`src/rtl/trade_pkg.sv`:
```
// Shared price-stream types for the rolling statistics and Z-score stages.
// Samples are unsigned 10.6 fixed point; squares are carried at 20.12 scale.
package trade_pkg;

    localparam int DATA_WIDTH = 16;
    localparam int FRAC_BITS  = 6;
    localparam int INT_BITS   = DATA_WIDTH - FRAC_BITS;

    typedef logic [DATA_WIDTH-1:0]   price_t;
    typedef logic [2*DATA_WIDTH-1:0] price_sq_t;

    typedef enum logic {
        FILL = 1'b0,
        RUN  = 1'b1
    } stats_state_e;

    // Full-precision square of a sample.
    function automatic price_sq_t price_square(input price_t p);
        price_sq_t wide;
        wide = {{DATA_WIDTH{1'b0}}, p};
        return wide * wide;
    endfunction

endpackage

```
`src/rtl/sample_ring.sv`:
```
// Circular sample buffer of 2**WIN_LOG2 entries.
// rdata is the slot at the write pointer, i.e. the oldest sample once full.
module sample_ring #(
    parameter int data_width = 16,
    parameter int WIN_LOG2   = 5
) (
    input  logic                  clk,
    input  logic                  rst,
    input  logic                  clr,
    input  logic                  we,
    input  logic [data_width-1:0] wdata,
    output logic [data_width-1:0] rdata
);

    localparam int N = 1 << WIN_LOG2;

    logic [data_width-1:0] mem [N];
    logic [WIN_LOG2-1:0]   wr_ptr;
    logic                  wr_last;

    assign wr_last = (wr_ptr == WIN_LOG2'(N - 1));
    assign rdata   = mem[wr_ptr];

    // Write pointer advances on each stored sample and wraps at the top slot.
    always_ff @(posedge clk or posedge rst) begin
        if (rst) begin
            wr_ptr <= '0;
        end else if (clr) begin
            wr_ptr <= '0;
        end else if (we) begin
            wr_ptr <= wr_last ? '0 : wr_ptr + 1'b1;
        end
    end

    // Storage is not reset; stale entries are masked while the window fills.
    always_ff @(posedge clk) begin
        if (we && !clr) begin
            mem[wr_ptr] <= wdata;
        end
    end

endmodule

```
`src/rtl/rolling_window_stats.sv`:
```
// Sliding-window mean and mean-of-squares over the last 2**WIN_LOG2 prices.
// Optional synchronous window clear via flush when ROLLING_STATS_FLUSH_EN is defined.
module rolling_window_stats
    import trade_pkg::*;
#(
    parameter int data_width      = DATA_WIDTH,
    parameter int fractional_bits = FRAC_BITS,
    parameter int WIN_LOG2        = 5
) (
    input  logic                    clk,
    input  logic                    rst,
    input  logic                    in_valid,
    input  logic [data_width-1:0]   in_data,
`ifdef ROLLING_STATS_FLUSH_EN
    input  logic                    flush,
`endif
    output logic                    data_valid_pre,
    output logic [data_width-1:0]   current_data,
    output logic [data_width-1:0]   N_mean,
    output logic [2*data_width-1:0] N_sqr_mean
);

    localparam int N        = 1 << WIN_LOG2;
    localparam int INT_W    = data_width - fractional_bits;
    localparam int SAMPLE_W = INT_W + fractional_bits;
    localparam int SQ_IN_W  = 2 * SAMPLE_W;
    localparam int SUM_W    = SAMPLE_W + WIN_LOG2;
    localparam int SQ_W     = SQ_IN_W + WIN_LOG2;
    localparam int CNT_W    = WIN_LOG2 + 1;

    stats_state_e         state;
    logic [CNT_W-1:0]     fill_cnt;
    logic [SUM_W-1:0]     sum;
    logic [SQ_W-1:0]      sumsq;
    logic                 s1_take;
    logic                 s1_full;
    logic [SAMPLE_W-1:0]  s1_data;

    logic                 clr;
    logic                 we;
    logic [SAMPLE_W-1:0]  sample;
    logic [SAMPLE_W-1:0]  ring_old;
    logic [SAMPLE_W-1:0]  old;
    logic [SQ_IN_W-1:0]   in_sq;
    logic [SQ_IN_W-1:0]   old_sq;
    logic [SUM_W-1:0]     sum_nxt;
    logic [SQ_W-1:0]      sumsq_nxt;
    logic                 fill_last;

`ifdef ROLLING_STATS_FLUSH_EN
    assign clr = flush;
`else
    assign clr = 1'b0;
`endif

    assign sample = in_data;
    assign we     = in_valid && !clr;

    sample_ring #(
        .data_width (SAMPLE_W),
        .WIN_LOG2   (WIN_LOG2)
    ) u_ring (
        .clk   (clk),
        .rst   (rst),
        .clr   (clr),
        .we    (we),
        .wdata (sample),
        .rdata (ring_old)
    );

    // Sample leaving the window; nothing leaves until the window is full.
    always_comb begin
        old       = (state == RUN) ? ring_old : '0;
        in_sq     = {{SAMPLE_W{1'b0}}, sample} * {{SAMPLE_W{1'b0}}, sample};
        old_sq    = {{SAMPLE_W{1'b0}}, old} * {{SAMPLE_W{1'b0}}, old};
        sum_nxt   = sum + SUM_W'(sample) - SUM_W'(old);
        sumsq_nxt = sumsq + SQ_W'(in_sq) - SQ_W'(old_sq);
        fill_last = (fill_cnt == CNT_W'(N - 1));
    end

    // Fill/run FSM, running accumulators and stage-1 capture.
    always_ff @(posedge clk or posedge rst) begin
        if (rst) begin
            state    <= FILL;
            fill_cnt <= '0;
            sum      <= '0;
            sumsq    <= '0;
            s1_take  <= 1'b0;
            s1_full  <= 1'b0;
            s1_data  <= '0;
        end else if (clr) begin
            state    <= FILL;
            fill_cnt <= '0;
            sum      <= '0;
            sumsq    <= '0;
            s1_take  <= 1'b0;
            s1_full  <= 1'b0;
        end else begin
            s1_take <= in_valid;
            if (in_valid) begin
                sum     <= sum_nxt;
                sumsq   <= sumsq_nxt;
                s1_data <= sample;
                unique case (state)
                    FILL: begin
                        if (fill_last) begin
                            state    <= RUN;
                            fill_cnt <= CNT_W'(N);
                            s1_full  <= 1'b1;
                        end else begin
                            fill_cnt <= fill_cnt + 1'b1;
                            s1_full  <= 1'b0;
                        end
                    end
                    RUN: begin
                        s1_full <= 1'b1;
                    end
                    default: begin
                        state <= FILL;
                    end
                endcase
            end
        end
    end

    // Output stage: stats follow each accepted sample, pulse only once full.
    always_ff @(posedge clk or posedge rst) begin
        if (rst) begin
            data_valid_pre <= 1'b0;
            current_data   <= '0;
            N_mean         <= '0;
            N_sqr_mean     <= '0;
        end else if (clr) begin
            data_valid_pre <= 1'b0;
        end else begin
            data_valid_pre <= s1_take && s1_full;
            if (s1_take) begin
                current_data <= s1_data;
                N_mean       <= sum[SUM_W-1:WIN_LOG2];
                N_sqr_mean   <= sumsq[SQ_W-1:WIN_LOG2];
            end
        end
    end

endmodule

```
`config.mk`:
```
export PLATFORM = sky130hd
export DESIGN_NAME = rolling_window_stats
export DESIGN_NICKNAME = d
export VERILOG_FILES = /design/src/rtl/trade_pkg.sv /design/src/rtl/sample_ring.sv /design/src/rtl/rolling_window_stats.sv
export SDC_FILE = /design/constraint.sdc
export NUM_CORES = 2
export LEC_CHECK = 0
export CORE_MARGIN = 3
export CORE_UTILIZATION = 58
export DETAILED_ROUTE_END_ITERATION = 10
export PLACE_DENSITY = 0.71
export SLEW_MARGIN = 20
export SYNTH_ARGS = -nofsm -noshare
export SYNTH_HDL_FRONTEND = slang
export SYNTH_SLANG_ARGS = --single-unit
```
`constraint.sdc`:
```
create_clock -name clk -period 15.7 [get_ports clk]
set_input_delay 2.355 -clock clk [delete_from_list [all_inputs] [get_ports clk]]
set_output_delay 2.355 -clock clk [all_outputs]
set_load 0.01 [all_outputs]
```
After elaboration in Yosys (flattened, before gate mapping). Memory sizes are Yosys's and may differ from the RTL's. Cells that the tools add are included.

Memory bits (read-only): 0. Register bits after elaboration: 153. Latch bits: 0. RAM bits: 512. Memories: 1. Logic and storage cells: 34.

Reductions and logical operators: 2. Equality and inequality tests: 2. Shifts and indexed selects: 0. Multiplexer cells: 8. Multipliers: 2. Order comparisons: 0. Divide/modulo/power cells: 0. Bitwise operators: 1. $add $sub $neg: 6.

Memories: u_ring.mem (words 32, bits a word 16, rd ports 1, clocked after memory_dff 0, wr ports 1, line sample_ring.sv:17) `logic [data_width-1:0] mem [N];`.

Operators with widths (number): 16-bit by 16-bit multiplier with 32-bit output (2); 37-bit by 32-bit adder with 37-bit output (1); 37-bit by 32-bit subtractor with 37-bit output (1); 21-bit by 16-bit adder with 21-bit output (1); 21-bit by 16-bit subtractor with 21-bit output (1); 16-bit 2-to-1 mux (1); 6-bit by 1-bit adder with 6-bit output, second input constant (1); 6-bit by 5-bit equality test with 1-bit output, second input constant (1); 6-bit 2-to-1 mux (1); 5-bit by 1-bit adder with 5-bit output, second input constant (1); 5-bit equality test, second input constant (1); 5-bit 2-to-1 mux (1); 1-bit 2-to-1 mux (4); 1-bit one-hot mux with 2 select lines (1); 2-bit AND reduction (1); 1-bit logical AND (1); 1-bit inverter (1).

Depth between registers and ports, before layout. An unclocked memory read counts as a cell.

Depth after elaboration: 4. Depth in mapped cells: 37.

Modules after synthesis. From an unflattened synthesis, not the netlist that was laid out.

Cell total of the unflattened synthesis: 3638. Area, all modules: 44192.4 um2.

Modules (own cells, without submodules): rolling_window_stats (seq. area each 3678.5 um2, cells each 2538, area an instance 24144.4 um2, times used 1); sample_ring (seq. area each 15499.9 um2, cells each 1100, area an instance 20048.0 um2, times used 1).

Worst setup path before layout. No wires, ideal clock.

Path kind: input-to-reg. From: input port in_data[2]. To: register sumsq[35]. Data required time: 15.575 ns. Arrival: 9.071 ns. Cell stages on the path: 26. Setup slack: 6.504 ns. Path through: clkbuf_1 -> clkbuf_1 -> nand2_1 -> fa_1 -> inv_1 -> fa_1 -> inv_1 -> fa_1 -> fa_1 -> fa_1 -> inv_1 -> fa_1 -> fa_1 -> inv_1 -> fa_1 -> inv_1 -> ha_1 -> clkbuf_1 -> a21o_1 -> a21oi_1 -> o211ai_1 -> a211oi_1 -> nor3_1 -> a221oi_1 -> xnor2_1 -> mux2_2.

Cells in the longest elaborated chain, start to end: 3.

RTL lines: start: declaration (line rolling_window_stats.sv:13) `input logic [data_width-1:0] in_data,`; 16-bit by 16-bit multiplier with 32-bit output (line rolling_window_stats.sv:74) `in_sq = {{SAMPLE_W{1'b0}}, sample} * {{SAMPLE_W{1'b0}}, sample};`; 37-bit by 32-bit adder with 37-bit output (line rolling_window_stats.sv:77) `sumsq_nxt = sumsq + SQ_W'(in_sq) - SQ_W'(old_sq);`; 37-bit by 32-bit subtractor with 37-bit output (line rolling_window_stats.sv:77); end signal: assignment (line rolling_window_stats.sv:102) `sumsq <= sumsq_nxt;`; end: declaration (line rolling_window_stats.sv:34) `logic [SQ_W-1:0] sumsq;`.

Every way passes these cells. A chain may end at the register's enable or synchronous reset.

Worst setup path in the final report.
From: register u_ring.wr_ptr[0]. To: register sumsq[35].

Cells in the longest elaborated chain, start to end: 4.

RTL lines: start: declaration (line sample_ring.sv:18) `logic [WIN_LOG2-1:0] wr_ptr;`; start signal: assignment (line sample_ring.sv:31) `wr_ptr <= wr_last ? '0 : wr_ptr + 1'b1;`; memory 32 x 16 bit; 16-bit 2-to-1 mux (line rolling_window_stats.sv:73) `old = (state == RUN) ? ring_old : '0;`; 16-bit by 16-bit multiplier with 32-bit output (line rolling_window_stats.sv:75) `old_sq = {{SAMPLE_W{1'b0}}, old} * {{SAMPLE_W{1'b0}}, old};`; 37-bit by 32-bit subtractor with 37-bit output (line rolling_window_stats.sv:77).

Every way passes these cells.

==> flow_metrics.tcl <==
set metrics [dict create \
    status "completed" \
    clk_path_buf_depth 3 \
    path_clk_slew_ns 0.06 \
    clkSinkCount 664 \
    fill_cells 5313 \
    netlist_area_sq_um 43600 \
    synth_xor_area_share_pct 0.879 \
    synth_most_common_cell "inv_1" \
    hold_buffers 0 \
    synth_compound_area_share_pct 4.42 \
    drive_gt1_share_pct 11.7 \
    cts_setup_buffers 0 \
    synthFlopType "edfxtp_1" \
    rsz0062_at_grt "no" \
    wl_per_cell_microns 23.6 \
    die_x_microns 280 \
    hp-class "reg -> reg" \
    synth_mux_area_share_pct 9.81 \
    cp-end-kind "flip-flop" \
    row_count 99 \
    max_slew_margin_pct 29.9 \
    track_usage_pct 27.8 \
    slew_violations 0 \
    crit_required_ns 16.19 \
    startpoint_type "flip-flop" \
    drv_cap 0 \
    nNetsFinal 4066 \
    die_h_microns 280 \
    grt-ovfl-total 0 \
    initial_core_util_pct 59.1 \
    clkLatencyLatePin_ns 0.63 \
    worstSetupPathType "reg -> reg" \
    synthTopCellsByArea "edfxtp_1, fa_1, dfrtp_1" \
    worst_path_max_delay_cell "nand4_1" \
    die-area_sq_um 78400 \
    core-area_sq_um 73700 \
    cts_resized 0 \
    ys_seq_area_share_pct 44.0 \
    grt_pass1_vias 28500 \
    tightest_slew_ns 1.05 \
    cp_common_cell "fa_1" \
    synth_top_family_by_area "adder cells" \
    antenna_left 0 \
    antenna_found_initial 2 \
    slowest_delay_ns 0.90 \
    tns_ns 0 \
    rrSetupSlack_ns 4.12 \
    pin_count 84 \
    grt_pass1_wl_mm 164 \
    cts_tree "yes" \
    synth_cell_types 83 \
    htreeDepth 3 \
    yosysWarnings 0 \
    drc_errors 0 \
    synth_adder_area_share_pct 27.2 \
    arrival_ns 12.06 \
    ys_seq_elements 664 \
    avgSynthCellArea_sq_um 13.3 \
    async_flop_share_pct 22.9 \
    finalCritPeriodShare_pct 73.7 \
    drt_wl_total_mm 104 \
    vias 25900 \
    final.min_clock_period_ns 11.58 \
    worstPathMaxFanout 52 \
    firstDrtPassIters 5 \
    vias_per_cell 5.91 \
    yosysTopAreaCell "edfxtp_1" \
    dp_hpwl_mm 73.1 \
    synth_edf_count 512 \
    finClkSkew_ns 0.0300 \
    synth-simple-area-share_pct 5.78 \
    ys_top_cells_by_count "inv_1, edfxtp_1, fa_1, ha_1, nand2_1" \
    cts_root_buf "clkbuf_16" \
    synth_top_area_share_pct 35.3 \
    grt_start_max_net_pins 89 \
    cts_buffers 71 \
    hold_viol_final 0 \
    first_iter_violations 2547 \
    area_growth_pct 9.11 \
    gp_congestion 0.925 \
    postSynthCellCount 3267 \
    portBuffers 83 \
    synth_nets 3962 \
    max_freq_mhz 86.4 \
    setup_violations 0 \
]
-- routing by layer --
metal / GRT usage (%) / vias up / share of wire, % / wire [microns]
met5: 0 / - / 0.0068 / 7
met4: 11.2 / 2 / 4.2 / 4350
met3: 4.68 / 208 / 8.0 / 8280
met2: 44.8 / 1110 / 48 / 49400
met1: 38.4 / 13400 / 40 / 41500
li1: - / 11200 / - / -
-- sequential cells by signal, summed over array words and instances (netlist names), 6 cells and up --
name	flops
sum	21
sumsq	37
fill_cnt	6
s1_data	16
u_ring.mem	512
N_sqr_mean	32
N_mean	16
current_data	16
-- logic make-up (layout without fill, tap and decap cells) --
logic type / count (synthesis) / after routing
flip-flops: 664 / 664
AO/OA/AOI/OAI: 279 / 279
adder cells (fa/ha/maj): 676 / 676
other: 0 / 1
buffers and inverters: 834 / 993
AND/OR/NAND/NOR: 526 / 526
XOR/XNOR: 42 / 42
multiplexers: 246 / 246
-- through the flow --
stage | hold slack (ns) | instance area [sq um] | setup WS (ns) | std cells | util (%)
6_report | 0.500 | 47500 | 4.12 | 4386 | 64.5
3_5_place_dp | 0.490 | 45300 | 4.26 | 4257 | 61.4
5_1_grt | 0.519 | 47500 | 3.66 | 4385 | 64.5
3_3_place_gp | 0.483 | 45300 | 4.47 | 4257 | 61.4
4_1_cts | 0.501 | 47500 | 4.23 | 4385 | 64.5
2_1_floorplan | 0.467 | 43600 | 6.50 | 3267 | -
-- layout make-up --
class	count	area [sq um]	share of cell area, %
antenna	1	2.50	0.00527
clock inverter	34	359	0.756
timing repair buffer	148	1240	2.61
sequential	664	19200	40.4
clock buffer	94	1910	4.03
inverter	717	2700	5.67
tap	959	1200	2.52
multi-input combinational	1769	20900	44.0
-- layout by cell type (no fill, tap or decap), types with 59 or more instances in the layout --
| master | instances |
|---|---|
| nor2_1 | 126 |
| inv_1 | 712 |
| edfxtp_1 | 512 |
| nand2_1 | 198 |
| fa_1 | 449 |
| ha_1 | 227 |
| clkbuf_16 | 72 |
| mux4_2 | 73 |
| clkdlybuf4s50_1 | 67 |
| buf_4 | 66 |
| dfrtp_1 | 149 |
| a22oi_1 | 59 |
| mux2_2 | 105 |
-- worst max-delay path: cells and delay by family, from the launching register on --
family | cells | cell delay, ns
flip-flops | 1 | 0.79
buffers and inverters | 8 | 1.20
AO/OA/AOI/OAI | 5 | 2.23
adder cells (fa/ha/maj) | 9 | 4.36
XOR/XNOR | 1 | 0.10
multiplexers | 2 | 0.91
AND/OR/NAND/NOR | 3 | 1.81
-- final timing paths --
check | end | cells after the start | from
worst max-delay path | sumsq[35]$_DFFE_PP0P_ | 28 | u_ring.wr_ptr[0]$_DFFE_PP0P_
worst min-delay path | N_sqr_mean[21]$_DFFE_PP0P_ | 1 | N_sqr_mean[21]$_DFFE_PP0P_
worst max register to register | sumsq[35]$_DFFE_PP0P_ | 28 | u_ring.wr_ptr[0]$_DFFE_PP0P_
worst min register to register | N_sqr_mean[21]$_DFFE_PP0P_ | 1 | N_sqr_mean[21]$_DFFE_PP0P_
max in group asynchronous | sumsq[5]$_DFFE_PP0P_ | 3 | rst
min in group asynchronous | N_sqr_mean[27]$_DFFE_PP0P_ | 2 | rst
Power is not shown: default switching activity piles up to over one toggle a cycle in this logic, so the estimate is an artifact.
